File: config.mk
export PLATFORM = sky130hd
export DESIGN_NAME = ddr_frame_arbiter_flat
export DESIGN_NICKNAME = d
export VERILOG_FILES = /design/src/rtl/ddr_frame_arbiter_if.sv /design/src/rtl/ddr_frame_arbiter.sv /design/src/flat_wrapper.sv
export SDC_FILE = /design/constraint.sdc
export NUM_CORES = 1
export LEC_CHECK = 0
export ABC_CLOCK_PERIOD_IN_PS = 7250
export CORE_ASPECT_RATIO = 0.9
export CORE_MARGIN = 2
export CORE_UTILIZATION = 38
export CTS_CLUSTER_SIZE = 25
export DETAILED_ROUTE_END_ITERATION = 6
export PLACE_DENSITY = 0.71
export SYNTH_ARGS = -nofsm -noshare
export SYNTH_HDL_FRONTEND = slang
export SYNTH_SLANG_ARGS = --single-unit
File: constraint.sdc
create_clock -name ddr_clk -period 7.25 [get_ports ddr_clk]
set_clock_uncertainty 0.05 [all_clocks]
set_input_delay 1.45 -clock ddr_clk [delete_from_list [all_inputs] [get_ports ddr_clk]]
set_output_delay 1.45 -clock ddr_clk [all_outputs]
set_load 0.05 [all_outputs]
File: src/rtl/ddr_frame_arbiter_if.sv
// ddr_frame_arbiter_if: DDR user command port between the frame arbiter and the controller
interface ddr_frame_arbiter_if #(parameter int ADDR_W = 24);
  logic cmd_valid;
  logic cmd_ready;
  logic cmd_write;
  logic [ADDR_W-1:0] cmd_addr;
  logic burst_done;
  modport master(output cmd_valid, cmd_write, cmd_addr, input cmd_ready, burst_done);
  modport slave(input cmd_valid, cmd_write, cmd_addr, output cmd_ready, burst_done);
endinterface

File: src/rtl/ddr_frame_arbiter.sv
// ddr_frame_arbiter: camera-write / LCD-read DDR burst scheduler over a triple-buffered frame store
module ddr_frame_arbiter #(
  parameter int BURST_LEN   = 64,
  parameter int FRAME_WORDS = 65280,
  parameter int BANK_STRIDE = 'h20000,
  parameter int ADDR_W      = 24,
  parameter int FIFO_AW     = 9
) (
  input  logic               ddr_clk,
  input  logic               ddr_rst_n,
  input  logic               ddr_init_done,
  input  logic               cam_vsync,
  input  logic               lcd_framesync,
  input  logic [FIFO_AW-1:0] wr_usedw,
  input  logic [FIFO_AW-1:0] rd_usedw,
  ddr_frame_arbiter_if.master cmd,
  output logic               wr_frame_full,
  output logic [1:0]         rd_bank_o
);
  typedef enum logic [1:0] {INIT, ARB, CMD, WAIT} state_t;
  state_t state, state_n;
  logic [2:0] cam_s, lcd_s;
  logic cam_eof, lcd_sof, cam_pend, lcd_pend, last_grant;
  logic [1:0] wr_bank, rd_bank, ready_bank, wr_bank_a, rd_bank_a, ready_bank_a;
  logic [16:0] wr_ptr, rd_ptr, wr_ptr_a, rd_ptr_a, rd_ptr_inc;
  logic apply, full_a, wr_req, rd_req, rd_urgent, grant, grant_w, accept;

  function automatic logic [ADDR_W-1:0] addr_of(input logic [1:0] b, input logic [16:0] p);
    return ADDR_W'(32'(b) * 32'(BANK_STRIDE) + 32'(p));
  endfunction

  assign cam_eof       = cam_s[1] & ~cam_s[2];
  assign lcd_sof       = ~lcd_s[1] & lcd_s[2];
  assign apply         = (state == ARB) && ddr_init_done;
  assign cmd.cmd_valid = (state == CMD) && ddr_init_done;
  assign accept        = cmd.cmd_valid && cmd.cmd_ready;
  assign wr_frame_full = wr_ptr == 17'(FRAME_WORDS);
  assign rd_bank_o     = rd_bank;
  assign rd_ptr_inc    = rd_ptr + 17'(BURST_LEN);

  // Frame events are resolved first so the grant below already sees the swapped banks/pointers
  always_comb begin
    wr_bank_a    = wr_bank;
    ready_bank_a = ready_bank;
    wr_ptr_a     = wr_ptr;
    rd_bank_a    = rd_bank;
    rd_ptr_a     = rd_ptr;
    if (apply && cam_pend) begin
      if (wr_frame_full) begin
        ready_bank_a = wr_bank;
        wr_bank_a    = 2'd3 - rd_bank - wr_bank;
      end
      wr_ptr_a = '0;
    end
    if (apply && lcd_pend) begin
      rd_bank_a = ready_bank_a;
      rd_ptr_a  = '0;
    end
    full_a    = wr_ptr_a == 17'(FRAME_WORDS);
    wr_req    = 32'(wr_usedw) >= 32'(BURST_LEN) && !full_a;
    rd_req    = 32'(rd_usedw) <= 32'((1 << FIFO_AW) - BURST_LEN);
    rd_urgent = 32'(rd_usedw) < 32'(BURST_LEN);
    grant     = wr_req || rd_req;
    grant_w   = !rd_urgent && wr_req && (!rd_req || !last_grant);
  end

  always_comb begin
    state_n = state;
    case (state)
      INIT:    state_n = ARB;
      ARB:     state_n = grant ? CMD : ARB;
      CMD:     state_n = cmd.cmd_ready ? WAIT : CMD;
      default: state_n = cmd.burst_done ? ARB : WAIT;
    endcase
    if (!ddr_init_done) state_n = INIT;
  end

  always_ff @(posedge ddr_clk or negedge ddr_rst_n) begin
    if (!ddr_rst_n) begin
      state        <= INIT;
      cam_s        <= '0;
      lcd_s        <= '0;
      cam_pend     <= 1'b0;
      lcd_pend     <= 1'b0;
      wr_bank      <= 2'd0;
      ready_bank   <= 2'd2;
      rd_bank      <= 2'd2;
      wr_ptr       <= '0;
      rd_ptr       <= '0;
      last_grant   <= 1'b1;
      cmd.cmd_write <= 1'b0;
      cmd.cmd_addr  <= '0;
    end else begin
      state      <= state_n;
      cam_s      <= {cam_s[1:0], cam_vsync};
      lcd_s      <= {lcd_s[1:0], lcd_framesync};
      cam_pend   <= cam_eof | (cam_pend & ~apply);
      lcd_pend   <= lcd_sof | (lcd_pend & ~apply);
      wr_bank    <= wr_bank_a;
      ready_bank <= ready_bank_a;
      rd_bank    <= rd_bank_a;
      wr_ptr     <= (accept && cmd.cmd_write) ? wr_ptr + 17'(BURST_LEN) : wr_ptr_a;
      rd_ptr     <= (accept && !cmd.cmd_write) ? (rd_ptr_inc == 17'(FRAME_WORDS) ? '0 : rd_ptr_inc) : rd_ptr_a;
      if (accept) last_grant <= cmd.cmd_write;
      if (apply && grant) begin
        cmd.cmd_write <= grant_w;
        cmd.cmd_addr  <= grant_w ? addr_of(wr_bank_a, wr_ptr_a) : addr_of(rd_bank_a, rd_ptr_a);
      end
    end
  end
endmodule
File: src/flat_wrapper.sv
// flat-port wrapper written by rule: the top's interface ports become plain ports
module ddr_frame_arbiter_flat 
#(
  parameter int BURST_LEN   = 64,
  parameter int FRAME_WORDS = 65280,
  parameter int BANK_STRIDE = 'h20000,
  parameter int ADDR_W      = 24,
  parameter int FIFO_AW     = 9
)
  (ddr_clk, ddr_rst_n, ddr_init_done, cam_vsync, lcd_framesync, wr_usedw, rd_usedw, wr_frame_full, rd_bank_o, cmd_cmd_valid, cmd_cmd_write, cmd_cmd_addr, cmd_cmd_ready, cmd_burst_done);
  ddr_frame_arbiter_if #(.ADDR_W(ADDR_W)) cmd_i ();
  input  logic ddr_clk;
  input  logic ddr_rst_n;
  input  logic ddr_init_done;
  input  logic cam_vsync;
  input  logic lcd_framesync;
  input  logic [FIFO_AW-1:0] wr_usedw;
  input  logic [FIFO_AW-1:0] rd_usedw;
  output logic wr_frame_full;
  output logic [1:0] rd_bank_o;
  output wire logic [$bits(cmd_i.cmd_valid)-1:0] cmd_cmd_valid;
  output wire logic [$bits(cmd_i.cmd_write)-1:0] cmd_cmd_write;
  output wire logic [$bits(cmd_i.cmd_addr)-1:0] cmd_cmd_addr;
  input wire logic [$bits(cmd_i.cmd_ready)-1:0] cmd_cmd_ready;
  input wire logic [$bits(cmd_i.burst_done)-1:0] cmd_burst_done;
  assign cmd_cmd_valid = cmd_i.cmd_valid;
  assign cmd_cmd_write = cmd_i.cmd_write;
  assign cmd_cmd_addr = cmd_i.cmd_addr;
  assign cmd_i.cmd_ready = cmd_cmd_ready;
  assign cmd_i.burst_done = cmd_burst_done;
  ddr_frame_arbiter #(.BURST_LEN(BURST_LEN), .FRAME_WORDS(FRAME_WORDS), .BANK_STRIDE(BANK_STRIDE), .ADDR_W(ADDR_W), .FIFO_AW(FIFO_AW)) u_core (.ddr_clk(ddr_clk), .ddr_rst_n(ddr_rst_n), .ddr_init_done(ddr_init_done), .cam_vsync(cam_vsync), .lcd_framesync(lcd_framesync), .wr_usedw(wr_usedw), .rd_usedw(rd_usedw), .cmd(cmd_i), .wr_frame_full(wr_frame_full), .rd_bank_o(rd_bank_o));
endmodule
==> summary.md <==
| Metric | Value |
|---|---|
| Period Utilization, post-route | `0.630` |
| Met3 Track Usage GR | `0.0451` |
| Fin. Hold Viols | `0` |
| H-tree lvl count | `3` |
| DRC viols | `0` |
| CTS max path bufs | `2` |
| Pre-CTS setup slack | `approximately 2.4 ns` |
| FF+latch count, synth | `a little over 70` |
| Register area share after synthesis | `0.507` |
| Min-delay src | `u_core.lcd_s[0]$_DFF_PN0_` |
| Worst EP arrival | `3.07 ns` |
| Hold endpoint | `u_core.lcd_s[1]$_DFF_PN0_` |
| TritonCTS Buffers | `9` |
| Outcome | `finished clean` |
| Quantity of hold-fixing buffers added after cts | `0` |
| CP required | `around 5.8 ns` |
| Post-Route WL | `7690 um` |
| Reg area | `1780 sq um` |
| Avg Inst Size Synth | `9.59 sq um` |
| ANT nets after route | `0` |
| Pre-antenna DRT Iters | `4` |
| Ant diodes | `0` |
| GRT busiest layer | `met2` |
| Remaining Overflow, GRT | `0` |
| Final #Nets | `431` |
| R2r setup slk | `3.89 ns` |
| Setup CP Type | `input pin to output port` |
| GRT Total Usage | `0.168` |
| Initial antenna violation count | `0` |
| Final Non-Filler Cells | `around 530` |
| Area of the multi-input gates | `1580 sq um` |
| Worst slew margin | `0.355` |
| Largest net degree at the start of global routing | `72` |
| First-pass GRT wire length | `13,100 um` |
| Vias per cell | `5.25` |
| Clk Latency, worst-skew pair | `0.35 ns` |
| Async set or reset register ratio after synthesis | `1.00` |
| Fill cell count | `852` |
| Initial core utilization | `0.388` |
| Post-Place Cells | `512` |
| DR vias | `between 2,000 and 3,000` |
| RSZ-0062 raised after global routing | `false` |
| Max_cap viols | `0` |
| Critical R2R Capture | `u_core.cmd.cmd_addr[1]$_DFFE_PN0P_` |
| Root Buffer | `clkbuf_8` |
| Upper clock frequency limit | `roughly 0.22 GHz` |
| Core area | `9040 sq um` |
| Worst-path clk slew | `0.08 ns` |
| Crit path launch type | `input pin` |
| Fin crit period | `4.57 ns` |
| Setup ws final | `2.68 ns` |
| PD cells | `approximately 220 nW/um^2` |
| TNS Setup | `0 ns` |
| DRT iter0 DRCs | `162` |
| Die area | `10,000 sq um` |
| Crit path capture type | `output port` |
| Final HPWL DP | `5440 um` |
| Wire per inst | `14.6 um` |
| Met1 Use GR | `0.215` |
| Most common flop cell mapped by yosys | `dfrtp_1` |
| Die span in y | `95.2 um` |
| Synth warnings | `0` |
| Final setup violating endpoints | `0` |
| Syn Inst Count | `~370` |
| Placer Congestion | `0.860` |
| Lkg Pwr | `0.00181 uW` |
| Io pins | `54` |
| CTS tree | `yes` |
| Clock sink total | `71` |
| Num rows | `33` |
| Synth unique cells | `57` |
| EDFF count, synth | `0` |
| IO Port Bufs | `between 40 and 50` |
| Area Growth Syn to Fin | `19.3%` |
| R2r worst-path depth | `6` |
| Post-Synthesis Cell Area | `3510 sq um` |
| Die W | `105 um` |
| Met2 Use GR | `0.277` |
| Worst slew pin tran | `0.967 ns` |
| Hold Path Class | `flop to flop` |
| Worst R2R Start | `u_core.state[1]$_DFF_PN0_` |
| Post CTS Setup Buffer Count | `0` |
| Max IR drop VDD | `0.163 mV` |
| Critical path peak fanout | `6` |
| Worst hold stages | `0` |
| Pwr Total | `932 uW` |
| Post-CTS Resized | `0` |
| Layout cells sized above 1 | `0.0837` |
| Max-slew violations | `0` |
| Vias in the first global route | `between 2,000 and 3,000` |
kinds of logic (layout without fill, tap and decap cells):
logic type      count (synthesis)  after routing  synth area share
compound gates                 77             77             0.145
simple gates                  164            164             0.241
mux                             9              9            0.0285
flops                          71             71             0.507
xor+xnor                        5              5            0.0125
buf+inv                        34             70            0.0463
fa+ha+maj                       5              5            0.0178
other cells                     1              5           0.00107
synth_stat cells (4+ instances only):
| cell | n | area (sq um) |
|---|---|---|
| a21oi_1 | 9 | 45.0 |
| a22oi_1 | 5 | 37.5 |
| a31oi_1 | 13 | 81.3 |
| and2_1 | 14 | 87.6 |
| and3_1 | 6 | 37.5 |
| buf_2 | 7 | 35.0 |
| buf_4 | 5 | 37.5 |
| clkbuf_1 | 10 | 37.5 |
| dfrtp_1 | 68 | 1700 |
| ha_1 | 5 | 62.6 |
| inv_1 | 11 | 41.3 |
| mux2i_1 | 7 | 70.1 |
| nand2_1 | 56 | 210 |
| nand2b_1 | 5 | 31.3 |
| nand3_1 | 19 | 95.1 |
| nand4_1 | 9 | 56.3 |
| nor2_1 | 25 | 93.8 |
| nor3_1 | 10 | 50.1 |
| o21ai_1 | 24 | 120 |
| xnor2_1 | 4 | 35.0 |
through the flow:
stage | hold WS (ns) | utilization | cell area [sq um]
after global routing | 0.324 | 0.463 | 4190
after CTS | 0.303 | 0.463 | 4190
after global placement | 0.283 | 0.440 | 3980
after detailed placement | 0.286 | 0.440 | 3980
after floorplan | 0.281 | - | 3520
final | 0.301 | 0.463 | 4190
critical path, stage by stage:
cell             delay (ns)
clkdlybuf4s50_1        0.58
and3b_1                0.23
clkdlybuf4s50_1        0.81
metal layers:
metal	vias to the layer above	wire length, um
met5	-	0
met4	0	143
met3	17	373
met2	74	3680
met1	1323	3490
li1	1357	-
sequential cells by signal, indices dropped and copies added (netlist names):
| register | flops |
|---|---|
| u_core.lcd_pend | 1 |
| u_core.wr_bank | 2 |
| u_core.rd_ptr | 17 |
| u_core.state | 2 |
| u_core.cam_s | 3 |
| u_core.cmd.cmd_addr | 19 |
| u_core.cmd.cmd_write | 1 |
| u_core.wr_ptr | 17 |
| u_core.cam_pend | 1 |
| u_core.rd_bank_o | 2 |
| u_core.last_grant | 1 |
| u_core.lcd_s | 3 |
| u_core.ready_bank | 2 |
cells in the final DEF (no fill, tap or decap), drive strengths merged, types with 13 or more instances in the layout:
| master | count |
|---|---|
| clkdlybuf4s50 | 41 |
| nand2 | 56 |
| nand3 | 19 |
| a31oi | 14 |
| o21ai | 28 |
| clkbuf | 13 |
| dfrtp | 68 |
| and2 | 14 |
| nor2 | 26 |
how the worst max path moves through the flow:
| stage | from | endpoint | cells after the start |
|---|---|---|---|
| final | ddr_init_done | cmd_cmd_valid | 3 |
| after global routing | ddr_init_done | u_core.cmd.cmd_addr[1]$_DFFE_PN0P_ | 7 |
| after CTS | ddr_init_done | cmd_cmd_valid | 3 |
| after detailed placement | ddr_init_done | u_core.cmd.cmd_addr[1]$_DFFE_PN0P_ | 7 |
| after global placement | ddr_init_done | u_core.cmd.cmd_addr[1]$_DFFE_PN0P_ | 7 |
| after floorplan | ddr_init_done | cmd_cmd_valid | 1 |
power breakdown:
group,switching [uW],internal (uW),total [uW]
combinational,109,51.6,161
sequential,21.9,419,440
clock,144,186,330
total,275,656,932
layout make-up:
class	count	share of cell area
clock buffers	13	0.0403
clock inverters	3	0.00956
inverters	11	0.00986
multi-input cells	265	0.378
flip-flops and latches	71	0.425
well taps	122	0.0365
repair buffers	43	0.101
Note: power is estimated with default switching activity, not from simulation.
